### config.mk
export PLATFORM = sky130hd
export DESIGN_NAME = router_input_port
export DESIGN_NICKNAME = d
export VERILOG_FILES = /design/src/rtl/router_input_port.sv
export SDC_FILE = /design/constraint.sdc
export NUM_CORES = 1
export LEC_CHECK = 0
export ABC_AREA = 1
export CORE_MARGIN = 4
export CORE_UTILIZATION = 50
export CTS_CLUSTER_DIAMETER = 40
export CTS_CLUSTER_SIZE = 30
export DETAILED_ROUTE_END_ITERATION = 6
export HOLD_SLACK_MARGIN = 0.03
export PLACE_DENSITY_LB_ADDON = 0.3
export SYNTH_ARGS = -nofsm -noshare
export SYNTH_HDL_FRONTEND = slang
export SYNTH_SLANG_ARGS = --single-unit
### constraint.sdc
create_clock -name clk -period 3 [get_ports clk]
set_input_delay 0.6 -clock clk [delete_from_list [all_inputs] [get_ports clk]]
set_output_delay 0.6 -clock clk [all_outputs]
set_load 0.03 [all_outputs]
### src/rtl/router_input_port.sv
// Router input port: per-VC FIFOs, XY routing, per-output VC arbitration.
// Optional macro INPUT_PORT_ERR_EN adds the sticky err_o flag.
//
// Ports:
//   clk, arst    clock, async active-low reset
//   fin_req_i    upstream flit {valid, vc_id, fdata}
//   fin_resp_o   ready to upstream (!full of presented VC)
//   fout_req_o   one flit per output module, compressed index
//   fout_resp_i  ready from each output module
//   err_o        sticky illegal-route flag (INPUT_PORT_ERR_EN only)

package router_pkg;
  localparam int NUM_VC = 2;
  localparam int VC_W = 1;

  typedef enum logic [1:0] {
    HEAD_FLIT = 2'd0,
    BODY_FLIT = 2'd1,
    TAIL_FLIT = 2'd2
  } flit_type_t;

  typedef struct packed {
    flit_type_t  type_f;
    logic [3:0]  x_dest;
    logic [3:0]  y_dest;
    logic [3:0]  pkt_size;
    logic [17:0] payload;
  } s_flit_t;

  typedef struct packed {
    logic            valid;
    logic [VC_W-1:0] vc_id;
    s_flit_t         fdata;
  } s_flit_req_t;

  typedef struct packed {
    logic ready;
  } s_flit_resp_t;

  typedef enum logic {
    ZeroHighPrior = 1'b0,
    ZeroLowPrior  = 1'b1
  } prio_t;

  localparam prio_t HighPriority = ZeroLowPrior;
endpackage

module router_input_port
  import router_pkg::*;
#(
  parameter int PORT_DIR     = 0,
  parameter int ROUTER_X_ID  = 0,
  parameter int ROUTER_Y_ID  = 0,
  parameter int BUFFER_DEPTH = 4
) (
  input  logic               clk,
  input  logic               arst,
  input  s_flit_req_t        fin_req_i,
  output s_flit_resp_t       fin_resp_o,
  output s_flit_req_t  [3:0] fout_req_o,
  input  s_flit_resp_t [3:0] fout_resp_i
`ifdef INPUT_PORT_ERR_EN
  ,
  output logic               err_o
`endif
);

  localparam int AW = $clog2(BUFFER_DEPTH);
  localparam int PW = AW + 1;
  localparam logic [2:0] P_DIR = 3'(PORT_DIR);

  typedef enum logic [1:0] {
    S_IDLE = 2'd0,
    S_BUSY = 2'd1,
    S_DROP = 2'd2
  } vc_st_t;

  s_flit_t         r_mem   [NUM_VC][BUFFER_DEPTH];
  logic [PW-1:0]   r_wptr  [NUM_VC];
  logic [PW-1:0]   r_rptr  [NUM_VC];
  vc_st_t          r_state [NUM_VC];
  logic [1:0]      r_route [NUM_VC];
  logic            r_live;

  s_flit_t         w_head  [NUM_VC];
  logic [2:0]      w_dir   [NUM_VC];
  logic [1:0]      w_didx  [NUM_VC];
  logic [1:0]      w_route [NUM_VC];
  logic [NUM_VC-1:0] w_empty;
  logic [NUM_VC-1:0] w_full;
  logic [NUM_VC-1:0] w_legal;
  logic [NUM_VC-1:0] w_req;
  logic [NUM_VC-1:0] w_bad;
  logic [NUM_VC-1:0] w_drop;
  logic [NUM_VC-1:0] w_gnt;
  logic [NUM_VC-1:0] w_pop;
  logic [NUM_VC-1:0] w_push;
  logic [3:0]      w_ovld;
  logic [VC_W-1:0] w_win   [4];
  logic            w_ready;

  // XY order: resolve X first, then Y; 0=N 1=S 2=W 3=E 4=Local
  function automatic logic [2:0] f_dir(input s_flit_t f);
    logic [2:0] d;
    if (int'(f.x_dest) > ROUTER_X_ID)      d = 3'd3;
    else if (int'(f.x_dest) < ROUTER_X_ID) d = 3'd2;
    else if (int'(f.y_dest) > ROUTER_Y_ID) d = 3'd1;
    else if (int'(f.y_dest) < ROUTER_Y_ID) d = 3'd0;
    else                                   d = 3'd4;
    return d;
  endfunction

  always_comb begin
    for (int v = 0; v < NUM_VC; v++) begin
      w_empty[v] = r_wptr[v] == r_rptr[v];
      w_full[v]  = (r_wptr[v][AW] != r_rptr[v][AW]) &&
                   (r_wptr[v][AW-1:0] == r_rptr[v][AW-1:0]);
      w_head[v]  = r_mem[v][r_rptr[v][AW-1:0]];
      w_dir[v]   = f_dir(w_head[v]);
      w_legal[v] = (w_head[v].type_f == HEAD_FLIT) &&
                   (w_dir[v] != P_DIR);
      // the arriving direction has no output, so indices above it shift down
      w_didx[v]  = (w_dir[v] < P_DIR) ? w_dir[v][1:0]
                                      : 2'(w_dir[v] - 3'd1);
    end
  end

  always_comb begin
    for (int v = 0; v < NUM_VC; v++) begin
      w_req[v]   = 1'b0;
      w_bad[v]   = 1'b0;
      w_drop[v]  = 1'b0;
      w_route[v] = r_route[v];
      unique case (r_state[v])
        S_IDLE: begin
          w_req[v]   = !w_empty[v] && w_legal[v];
          w_bad[v]   = !w_empty[v] && !w_legal[v];
          w_drop[v]  = w_bad[v];
          w_route[v] = w_didx[v];
        end
        S_BUSY: w_req[v] = !w_empty[v];
        S_DROP: w_drop[v] = !w_empty[v];
        default: ;
      endcase
    end
  end

  always_comb begin
    fout_req_o = '0;
    for (int o = 0; o < 4; o++) begin
      w_ovld[o] = 1'b0;
      w_win[o]  = '0;
      // later match overwrites earlier, so scan order sets priority
      if (HighPriority == ZeroLowPrior) begin
        for (int v = 0; v < NUM_VC; v++)
          if (w_req[v] && w_route[v] == 2'(o)) begin
            w_ovld[o] = 1'b1;
            w_win[o]  = VC_W'(v);
          end
      end else begin
        for (int v = NUM_VC - 1; v >= 0; v--)
          if (w_req[v] && w_route[v] == 2'(o)) begin
            w_ovld[o] = 1'b1;
            w_win[o]  = VC_W'(v);
          end
      end
      if (w_ovld[o]) begin
        fout_req_o[o].valid = 1'b1;
        fout_req_o[o].vc_id = w_win[o];
        fout_req_o[o].fdata = w_head[w_win[o]];
      end
    end
  end

  always_comb begin
    for (int v = 0; v < NUM_VC; v++) begin
      w_gnt[v] = w_req[v] &&
                 (w_win[w_route[v]] == VC_W'(v)) &&
                 fout_resp_i[w_route[v]].ready;
      w_pop[v] = w_gnt[v] || w_drop[v];
    end
  end

  // r_live keeps ready low while in reset
  assign w_ready = r_live && !w_full[fin_req_i.vc_id];
  assign fin_resp_o.ready = w_ready;

  always_comb begin
    for (int v = 0; v < NUM_VC; v++)
      w_push[v] = fin_req_i.valid && w_ready &&
                  (fin_req_i.vc_id == VC_W'(v));
  end

  always_ff @(posedge clk) begin
    for (int v = 0; v < NUM_VC; v++)
      if (w_push[v])
        r_mem[v][r_wptr[v][AW-1:0]] <= fin_req_i.fdata;
  end

  always_ff @(posedge clk or negedge arst) begin
    if (!arst) begin
      r_live <= 1'b0;
      for (int v = 0; v < NUM_VC; v++) begin
        r_wptr[v]  <= '0;
        r_rptr[v]  <= '0;
        r_state[v] <= S_IDLE;
        r_route[v] <= '0;
      end
    end else begin
      r_live <= 1'b1;
      for (int v = 0; v < NUM_VC; v++) begin
        if (w_push[v]) r_wptr[v] <= r_wptr[v] + 1'b1;
        if (w_pop[v])  r_rptr[v] <= r_rptr[v] + 1'b1;
        unique case (r_state[v])
          S_IDLE: begin
            if (!w_empty[v]) begin
              if (w_legal[v]) begin
                r_route[v] <= w_didx[v];
                if (w_gnt[v] && w_head[v].pkt_size != 4'd0)
                  r_state[v] <= S_BUSY;
              end else if (
                w_head[v].type_f == BODY_FLIT ||
                (w_head[v].type_f == HEAD_FLIT &&
                 w_head[v].pkt_size != 4'd0)) begin
                // a lone illegal head or stray tail is already gone
                r_state[v] <= S_DROP;
              end
            end
          end
          S_BUSY: begin
            if (w_gnt[v] && w_head[v].type_f == TAIL_FLIT)
              r_state[v] <= S_IDLE;
          end
          S_DROP: begin
            if (!w_empty[v] && w_head[v].type_f == TAIL_FLIT)
              r_state[v] <= S_IDLE;
          end
          default: r_state[v] <= S_IDLE;
        endcase
      end
    end
  end

`ifdef INPUT_PORT_ERR_EN
  always_ff @(posedge clk or negedge arst) begin
    if (!arst)       err_o <= 1'b0;
    else if (|w_bad) err_o <= 1'b1;
  end
`endif

endmodule
After elaboration in Yosys (flattened, before gate mapping)
Memory sizes are Yosys's and may differ from the RTL's. Index checks and enable logic that the tools add are counted.

Register bits: 21. RAM bits: 256. Input bits: 40. Logic and storage cells: 222. Memories: 1.

$add $sub $neg: 6. Magnitude comparators: 21. Equality and inequality tests: 30. Muxes and demuxes: 83. Bitwise gates (word level): 14. Reductions and logical operators: 58.

Memories: r_mem (words 2, width 128, read ports 2, clocked after memory_dff 0, write ports 1, RTL line 78) `s_flit_t r_mem [NUM_VC][BUFFER_DEPTH];`.

Operator list (count): $mux 32 (18); $mux 128 (4); $mux 34 (4); $bmux 32 s2 (2); $demux 32 s2 (2); $reduce_or 128->1 (1); $logic_and 1x1->1 (34); $mux 2 (16); $mux 1 (23); $ge 3x3->1 const B (6); $not 2->3 (6); $eq 2x2->1 const B (8); $gt 4x1->1 const B (4); $add 3x1->3 const B (4); $eq 2x1->1 const B (6); $logic_not 2->1 (6); $lt 3x1->1 const B (4); $mux 3 (4); $ne 2x2->1 const B (6); $ne 3x3->1 const B (4); $pmux 2 s3 (2); $reduce_and 5->1 (2); $bmux 1 s2 (4); $ge 2x2->1 const B (4); other kinds (14) (38).

Logic depth before layout (Yosys ltp)
Gate-level depths: netlist of the first run.

Depth after elaboration: 24. Gate-level depth with buffers: 19.

Worst setup path before layout of the first run
No wires, ideal clock.

Path type: register to register. Start point: register r_rptr[3] (netlist name). End point: memory r_mem[0][0] (netlist name) (enable). Setup time: 424 ps. Arrival time: 3479 ps. Data required time: 2576 ps. Setup slack: -903 ps. Cell stages (with the launch flop): 10. Period minus slack after synthesis: 3903 ps. Path through: dfrtp_1 > buf_4 > buf_4 > xor2_1 > nor2_1 > nand2_1 > o21ai_0 > a21oi_1 > nand3_1 > nor2_1.

Word-level cells in the longest chain between the ends: 12. Elaborated cells on any way between the ends: 16. Classes of those cells: eq/ne (1); mux (8); reduce/logical (7).

Ends and longest elaborated chain: start: declaration (RTL line 80) `logic [PW-1:0] r_rptr [NUM_VC];`; start signal: indexed assignment (RTL line 213) `if (w_pop[v]) r_rptr[v] <= r_rptr[v] + 1'b1;`; $eq 2x2->1 * (RTL line 117) `(r_wptr[v][AW-1:0] == r_rptr[v][AW-1:0]);`; $logic_and 1x1->1 * (RTL line 116) `w_full[v] = (r_wptr[v][AW] != r_rptr[v][AW]) &&`; $mux 1 (not written as such) * (2 in a row) (RTL line 185) `assign w_ready = r_live && !w_full[fin_req_i.vc_id];`; $logic_not 1->1 * (RTL line 185); $logic_and 1x1->1 * (RTL line 185); named net fin_resp_o (RTL line 59) `output s_flit_resp_t fin_resp_o,`; $logic_and 1x1->1 * (RTL line 190) `w_push[v] = fin_req_i.valid && w_ready &&`; $logic_and 1x1->1 (RTL line 190); $mux 1 (RTL line 196) `if (w_push[v])`; $mux 128 (not written as such) (RTL line 197) `r_mem[v][r_wptr[v][AW-1:0]] <= fin_req_i.fdata;`; $reduce_or 128->1 (no source line); $mux 1 (no source line) or $mux 128 (tied branches); end: declaration (RTL line 78).

Mark *: on every way through the listed nets, which the timed path passes. The rest lies on a longest branch. The select of a mux whose other input is x is not followed.

==> results.toml, run 1 <==
[yosys]
syn_inst = 1120
synthArstFlopShare = 0.07581
synth.area.mux_share = 0
ys_warn_count = 0
syn_nets = 1170
synthesis.area_mm2 = 0.01248
ys.flop_type = "edfxtp_1"
synthXorXnorAreaFrac = 0.009124
ys_seq_area_frac = 0.6581
yosys_register_bits = 277
synthSimpleGateAreaFrac = 0.1443
synth-compound-area-share = 0.1365
synth_top_family_by_area = "simple AND/OR/NAND/NOR gates"
synth-edff-count = 256
avgSynthCellArea_um2 = 11.14
synth_cell_types = 39
synth_fa_ha_area_frac = 0.01003

[clocking]
clk_pin_slew_ns = 0.07
cts_buffers = 36
htreeDepth = 2
cts_sinks = 277
clk_latency_ns = 0.53
clock-root-buffer = "clkbuf_16"
cts_tree = "yes"
cts_buffer_depth = 3

[timing]
fin_worst_skew_ns = 0.03212
setup_viol = 138
worst_slack_ns = -0.6938
min_period_over_period = 1.231
hold_viol = 0
maxSlewViolCount = 0
fin_setup_tns_ns = -71.33
slew_headroom = 0.6410
fmax_ghz = 0.2707
worst_slew_pin_slew_ns = 0.5384
finalCriticalPeriod_ns = 3.694
rsz0062_at_grt = "yes"

[global_routing]
grt_pass1_vias = 10240
globalRouteTotalUtil = 0.2590
antenna_found_initial = 0
grt_max_degree = 46
grt_pass1_wl_um = 56850
globalRouteOverflowTotal = 0

[cells_and_area]
insertedDiodeCount = 0
drive_gt1_frac = 0.3961
area_growth_pct = 49.60
layout_common_cells = "nand2_1 (281), edfxtp_1 (256), buf_4 (136), buf_6 (122), a21oi_1 (60)"
postLayoutCoreUtil = 0.7632
fillers = 1272
final_common_cell = "nand2_1"
area.sequential_mm2 = 0.008215
multi_input_area_mm2 = 0.005052
fin_nets = 1477

[critical_path]
max_stage_delay_ns = 0.43
cpMostUsedCell = "nand2_2"
crit_path_end_kind = "output pin"
start_kind = "register"
critPathSlowestCell = "dfrtp_2"
cp_cell_sequence = "inv_4 -> clkbuf_16 -> nand2_1 -> nand3_1 -> nand2_2 -> nand2_2 -> nor2_4 -> nand2_2 -> nand2_1 -> nand2_2 -> nand3_4 -> buf_12 -> clkinv_8 -> buf_4 -> buf_12 -> a21oi_1 -> buf_4"
crit_fanout = 11
worstSetupPathType = "register to output pin"
worstPathRequired_ns = 2.40
critical_path_arrival_ns = 3.09

[floorplan]
io_pins = 177
coreArea_mm2 = 0.02446
die_w_um = 166.0
dieArea_mm2 = 0.02755
die_h_um = 166.0
rows = 57
start_util = 0.5102

[detailed_routing]
ant_nets = 0
drc = 0
drt_iter0_drc = 1754
firstDrtPassIters = 6
vias_per_cell = 6.608
wl_per_cell_um = 26.74
drt-total-wl_um = 47540
vias = 11750

[hold_path]
min_path_type = "input pin to asynchronous set/reset pin"

[job]
drv_cap = 0

[power_and_ir_drop]
powerDensity_mw_per_mm2 = 1086
leakage_nw = 7.096
ir_drop_v = 0.0005985

[placed_design]
dpl.hpwl_um = 24300
gp_congestion = 0.9068
io_buffers = 176

[outcome]
status = "finished, violations left"
violations = "setup timing"
## what timing repair did
| item | in CTS | in global routing |
|---|---|---|
| hold buffers | 0 | 0 |
| buffers inserted | 27 | 31 |
| gates cloned | 1 | 8 |
| endpoints found under the setup margin | 137 | 138 |
| resized for setup | 100 | 304 |
| pin swaps | 11 | 39 |
## metrics by stage
stage | hold slack, ns | instances | power, mW | instance area, µm² | setup slack (ns)
2_1_floorplan | 0.3044 | 1120 | 9.610 | 12550 | 0.003132
3_3_place_gp | 0.4778 | 1648 | 12.28 | 15020 | -0.03388
3_5_place_dp | 0.4862 | 1648 | 12.45 | 15020 | -0.05700
4_1_cts | 0.4372 | 1741 | 17.33 | 16840 | -0.4067
5_1_grt | 0.4723 | 1778 | 20.97 | 18670 | -0.7591
6_report | 0.4492 | 1778 | 20.27 | 18670 | -0.6938
## worst max-delay path: cells and delay by family (launching register included)
kind	cells	cell delay, ns
compound gates	1	0.22
buf+inv	7	0.96
flops	1	0.43
simple gates	9	0.97
## registers in the layout (all words and copies together), names as in the netlist
register and count:
r_rptr 6, r_mem 256, r_state 4, r_route 4, r_live 1, r_wptr 6
## layer usage
metal	global-route usage	up-vias	wire (µm)
met5	0	-	0
met4	0.08034	0	3109
met3	0.04547	319	5764
met2	0.4361	1121	22570
met1	0.3465	5570	16100
li1	-	4739	-
## cell type report
class / count / area share
multi-input combinational: 722 / 0.2706
timing repair inverter: 1 / 0.0004691
clock inverter: 24 / 0.01448
tap: 324 / 0.02171
sequential: 277 / 0.4400
timing repair buffer: 334 / 0.1887
inverter: 55 / 0.01253
clock buffer: 41 / 0.05147
## power by group
group	internal [mW]	total (mW)	switching (mW)	leakage, nW
sequential	4.58	4.82	0.236	2.56
clock	2.51	4.37	1.86	0.597
combinational	3.99	11.1	7.09	3.94
total	11.1	20.3	9.19	7.10
## cells in the mapped netlist (5+ instances only)
cell,number,area [µm²]
nand3_1,56,280.3
a31oi_1,9,56.30
xor2_1,11,96.34
inv_2,7,26.28
edfxtp_1,256,7687
nand4_1,7,43.79
ha_1,10,125.1
o21ai_0,12,60.06
inv_1,47,176.4
nand2_2,9,56.30
buf_2,26,130.1
buf_1,10,37.54
clkbuf_1,24,90.09
nand2_1,326,1224
dfrtp_1,21,525.5
nor2_1,33,123.9
o22ai_1,96,600.6
a32o_1,40,400.4
a21oi_1,82,410.4
o21ai_1,5,25.02
## cells by family (layout without fill, tap and decap cells)
family,count (synthesis),count (layout)
AND/OR/NAND/NOR,439,439
buffers and inverters,121,455
flip-flops,277,277
other,1,1
XOR/XNOR,13,13
adder cells (fa/ha/maj),10,10
AO/OA/AOI/OAI,259,259
## final timing paths
path	cells past startpoint	endpoint	start	slack (ns)
worst max-delay path	17	fout_req_o[131]	r_rptr[0]	-0.69
worst min-delay path	2	r_wptr[4]	arst	0.45
worst max register to register	25	r_route[3]	r_rptr[3]	-0.44
worst min register to register	1	r_wptr[2]	r_wptr[2]	0.49
max in group asynchronous	2	r_rptr[0]	arst	2.26
min in group clk	1	r_wptr[2]	r_wptr[2]	0.49
No activity file was read; power rests on OpenSTA's default activity.
==> run 2: changes to the inputs <==
==> constraint.sdc (replaced) <==
create_clock -name clk -period 3 [get_ports clk]
set_input_delay 0.3 -clock clk [delete_from_list [all_inputs] [get_ports clk]]
set_output_delay 0.3 -clock clk [all_outputs]
set_load 0.03 [all_outputs]
==> results.toml, run 2 (same netlist as run 1, synthesis figures left out) <==
[outcome]
status = "finished, violations left"
violations = "setup timing"

[critical_path]
crit_start = "r_rptr[3]"
regToRegStartpoint = "r_rptr[3]"
worstPathRequired_ns = 2.70
r2r_slack_ns = -0.29
reg2reg_depth = 23
rr_endpoint = "r_route[3]"
worstSetupPathType = "register to output pin"
crit_fanout = 11
start_kind = "register"
crit_path_end_kind = "output pin"
critical_path_arrival_ns = 3.05
crit_end = "fout_req_o[128]"

[placed_design]
io_buffers = 176
gp_congestion = 0.8312
dpl.hpwl_um = 22920

[detailed_routing]
drt_iter0_drc = 1238
vias_per_cell = 6.001
wl_per_cell_um = 22.36
firstDrtPassIters = 5
drt-total-wl_um = 38660
ant_nets = 0
vias = 10380
drc = 0

[timing]
min_period_over_period = 1.118
rsz0062_at_grt = "yes"
hold_viol = 0
maxSlewViolCount = 0
fin_worst_skew_ns = 0.02249
fin_setup_tns_ns = -20.90
slew_headroom = 0.6467
worst_slack_ns = -0.3549
worst_slew_pin_slew_ns = 0.5280
finalCriticalPeriod_ns = 3.355
fmax_ghz = 0.2981
hold_ws_ns = 0.1557
setup_viol = 102

[cells_and_area]
area_growth_pct = 36.70
area.sequential_mm2 = 0.008215
multi_input_area_mm2 = 0.004224
drive_gt1_frac = 0.3032
fillers = 1612
largest_reg_flops = 256
layout_common_cells = "nand2_1 (304), edfxtp_1 (256), buf_4 (171), a21oi_1 (68), o22ai_1 (67)"
fin_nets = 1427
insertedDiodeCount = 0
final_common_cell = "nand2_1"

[global_routing]
grt_pass1_vias = 10320
globalRouteOverflowTotal = 0
grt_pass1_wl_um = 58090
globalRouteTotalUtil = 0.2678
antenna_found_initial = 0
grt_max_degree = 46

[clocking]
cts_tree = "yes"
holdBufCountCts = 0
cts_buffers = 37
clock-root-buffer = "clkbuf_16"
cts_buffer_depth = 3
htreeDepth = 2
clk_pin_slew_ns = 0.06
cts_sinks = 277
clk_latency_ns = 0.52

[power_and_ir_drop]
leakage_nw = 6.621
ir_drop_v = 0.0006555
powerDensity_mw_per_mm2 = 1047
total_power_mw = 17.86

[floorplan]
start_util = 0.5102
rows = 57
coreArea_mm2 = 0.02446
die_w_um = 166.0
dieArea_mm2 = 0.02755
io_pins = 177
die_h_um = 166.0

[hold_path]
min_path_type = "input pin to asynchronous set/reset pin"

[job]
drv_cap = 0
## run 2: cell types whose count changed in the layout (fill, tap and decap cells not counted), sizes merged
cell and delta:
bufbuf +1, clkdlybuf4s50 +1, inv -5, buf -47
clkbuf -3, clkinvlp +4
## run 2: metal layers
metal | GRT usage | share of wire
met1 | 0.3484 | 0.39
met3 | 0.05308 | 0.094
met5 | 0 | 0
met4 | 0.1123 | 0.034
met2 | 0.4428 | 0.49
## run 2: timing repair
item                                    CTS  global route
pin swaps                                15             5
endpoints found under the setup margin  134           135
endpoints found under the hold margin     0             0
resized for setup                        81            83
setup buffers                            39             1
cloned                                    6             0
## run 2: final cells by class
cell class / count / share of cell area
Inverter: 55 / 0.01394
Multi-Input combinational cell: 722 / 0.2476
Sequential cell: 277 / 0.4816
Tap cell: 324 / 0.02376
Clock buffer: 43 / 0.05809
Clock inverter: 24 / 0.01306
Timing Repair Buffer: 284 / 0.1619
## run 2: how the worst min path moves through the flow
stage                          from  slack (ns)  cells after the start          to
after floorplan                arst       0.004                      0      r_live
after global placement    r_wptr[2]        0.48                      1   r_wptr[2]
after detailed placement  r_wptr[2]        0.48                      1   r_wptr[2]
after CTS                      arst        0.15                      2  r_route[2]
after global routing           arst        0.19                      2   r_rptr[2]
final                          arst        0.16                      2   r_rptr[2]
## run 2: worst max-delay path, cell delays in order (launching register included)
cell and delay (ns):
dfrtp_2 0.48, buf_8 0.17, nand2_1 0.08, nand3_2 0.14, nand2_4 0.11, nand4_1 0.18
nand2_1 0.17, nand2_1 0.07, nand2_2 0.09, nand2_2 0.08, nor2_4 0.14, buf_6 0.13
bufbuf_16 0.25, a31oi_1 0.09, a21oi_1 0.17, buf_4 0.19
## run 2: power by group
part | internal, mW | switching [mW] | total, mW | leakage (nW)
Clock | 2.52 | 1.72 | 4.24 | 0.574
Sequential | 4.58 | 0.197 | 4.78 | 2.56
Combinational | 3.15 | 5.69 | 8.84 | 3.49
## run 2: per-stage QoR
| stage | setup slack, ns | cells | area [µm²] | utilization |
|---|---|---|---|---|
| 6_report | -0.3549 | 1729 | 17060 | 0.6974 |
| 3_3_place_gp | 0.1246 | 1616 | 14720 | 0.6017 |
| 3_5_place_dp | 0.1250 | 1616 | 14720 | 0.6017 |
| 4_1_cts | -0.2033 | 1728 | 16690 | 0.6822 |
| 5_1_grt | -0.4378 | 1729 | 17060 | 0.6974 |
| 2_1_floorplan | 0.02746 | 1120 | 12550 | - |
==> run 3: changes to the inputs <==
--- a/config.mk
+++ b/config.mk
@@ -6,7 +6,6 @@
 export NUM_CORES = 1
 export LEC_CHECK = 0
 export ABC_AREA = 1
-export CORE_MARGIN = 4
 export CORE_UTILIZATION = 50
 export CTS_CLUSTER_DIAMETER = 40
 export CTS_CLUSTER_SIZE = 30
==> results.toml, run 3 (same netlist as run 1, synthesis figures left out) <==
[hold_path]
min_path_type = "input pin to asynchronous set/reset pin"

[detailed_routing]
ant_nets = 0
firstDrtPassIters = 5
drt_iter0_drc = 1598
vias = 11490
vias_per_cell = 6.526
drt-total-wl_um = 46020
wl_per_cell_um = 26.15
drc = 0

[critical_path]
crit_end = "fout_req_o[122]"
rr_endpoint = "r_rptr[5]"
reg2reg_depth = 18
worstSetupPathType = "register to output pin"
crit_cells = 17
crit_fanout = 10
cp_top_family = "simple AND/OR/NAND/NOR gates"
start_kind = "register"
critical_path_arrival_ns = 3.18
crit_start = "r_rptr[3]"
crit_path_end_kind = "output pin"
cp_cell_sequence = "buf_12 -> inv_8 -> nand2_1 -> nand3_2 -> nand2_2 -> nand4_1 -> nand2_1 -> nand2_2 -> nand2_2 -> nand2_4 -> nor2_4 -> inv_2 -> nand2_8 -> buf_12 -> inv_8 -> a211oi_2 -> buf_4"
regToRegStartpoint = "r_rptr[3]"
cpMostUsedCell = "nand2_2"
critPathSlowestCell = "dfrtp_4"
r2r_slack_ns = -0.09
critPathBufInv = 6
max_stage_delay_ns = 0.56
worstPathRequired_ns = 2.70

[clocking]
cts_buffers = 37
cts_buffer_depth = 3
clk_pin_slew_ns = 0.06
htreeDepth = 2
clock-root-buffer = "clkbuf_16"
clk_latency_ns = 0.53
cts_tree = "yes"
holdBufCountCts = 0
cts_sinks = 277

[timing]
maxSlewViolCount = 0
setup_viol = 136
slew_headroom = 0.5364
worst_slew_pin_slew_ns = 0.6929
min_period_over_period = 1.161
fmax_ghz = 0.2872
hold_viol = 0
rsz0062_at_grt = "yes"
fin_worst_skew_ns = 0.02099
finalCriticalPeriod_ns = 3.482
worst_slack_ns = -0.4815

[outcome]
status = "finished, violations left"
violations = "setup timing"

[floorplan]
io_pins = 177
die_h_um = 160.0
dieArea_mm2 = 0.02560
coreArea_mm2 = 0.02439
start_util = 0.5116
die_w_um = 160.0
rows = 57

[global_routing]
globalRouteOverflowTotal = 0
grt_max_degree = 47
antenna_found_initial = 1
grt_pass1_wl_um = 58620
grt_pass1_vias = 10190
globalRouteTotalUtil = 0.3004

[cells_and_area]
fin_nets = 1458
drive_gt1_frac = 0.3909
layout_common_cells = "nand2_1 (270), edfxtp_1 (256), buf_4 (150), buf_6 (84), a21oi_1 (63)"
largest_reg_flops = 256
area_growth_pct = 47.52
postLayoutCoreUtil = 0.7548
final_cells = 1760
final_common_cell = "nand2_1"

[placed_design]
gp_congestion = 0.9128
io_buffers = 176
placedCellCount = 1613
dpl.hpwl_um = 22640

[power_and_ir_drop]
leakage_nw = 7.094
powerDensity_mw_per_mm2 = 1091
ir_drop_v = 0.0007199
total_power_mw = 20.09

[job]
drv_cap = 0
-- run 3: cell types whose count changed in the layout (fill, tap and decap cells not counted), sizes merged, moves of 3 or more --
cell	change
inv	+3
clkinvlp	-3
buf	+23
clkbuf	+8
-- run 3: repair_timing --
| action | CTS | global route |
|---|---|---|
| gates resized for setup | 186 | 214 |
| endpoints found under the setup margin | 134 | 138 |
| buffers inserted | 33 | 36 |
| cloned | 7 | 10 |
| pin swaps | 23 | 59 |
-- run 3: metrics by stage --
step / TNS (ns) / setup slack (ns) / hold slack (ns) / area [µm²]
after CTS: -15.20 / -0.2223 / 0.1486 / 17140
after floorplan: 0 / 0.02746 / 0.004409 / 12550
after detailed placement: 0 / 0.05377 / 0.4873 / 14660
after global routing: -51.60 / -0.5244 / 0.1669 / 18410
final: -44.21 / -0.4815 / 0.1493 / 18410
after global placement: 0 / 0.1210 / 0.4785 / 14660
-- run 3: metal layers --
layer  GRT usage  up-vias  wire length (µm)
li1            -     4685                 -
met4      0.1342        0              3142
met3     0.05325      302              5329
met2      0.4941      998             21840
met5           0        -                 0
met1      0.3909     5500             15700
-- run 3: cell type report --
type	instances	area (µm²)
Antenna cell	1	2.502
Clock inverter	23	225.2
Sequential cell	277	8218
Clock buffer	43	958.4
Tap cell	324	405.4
Fill cell	1373	5981
Multi-Input combinational cell	722	5032
Timing Repair inverter	1	11.26
Timing Repair Buffer	314	3318
Inverter	55	239.0
-- run 3: where the power goes --
part           switching, mW  internal [mW]  total, mW
Clock                   1.77           2.52       4.29
Combinational           7.03           3.95       11.0
Sequential             0.244           4.59       4.83
-- run 3: worst min path at each step --
stage / end / from
after floorplan: r_live / arst
after global placement: r_wptr[2] / r_wptr[2]
after detailed placement: r_wptr[2] / r_wptr[2]
after CTS: r_rptr[0] / arst
after global routing: r_rptr[0] / arst
final: r_route[3] / arst
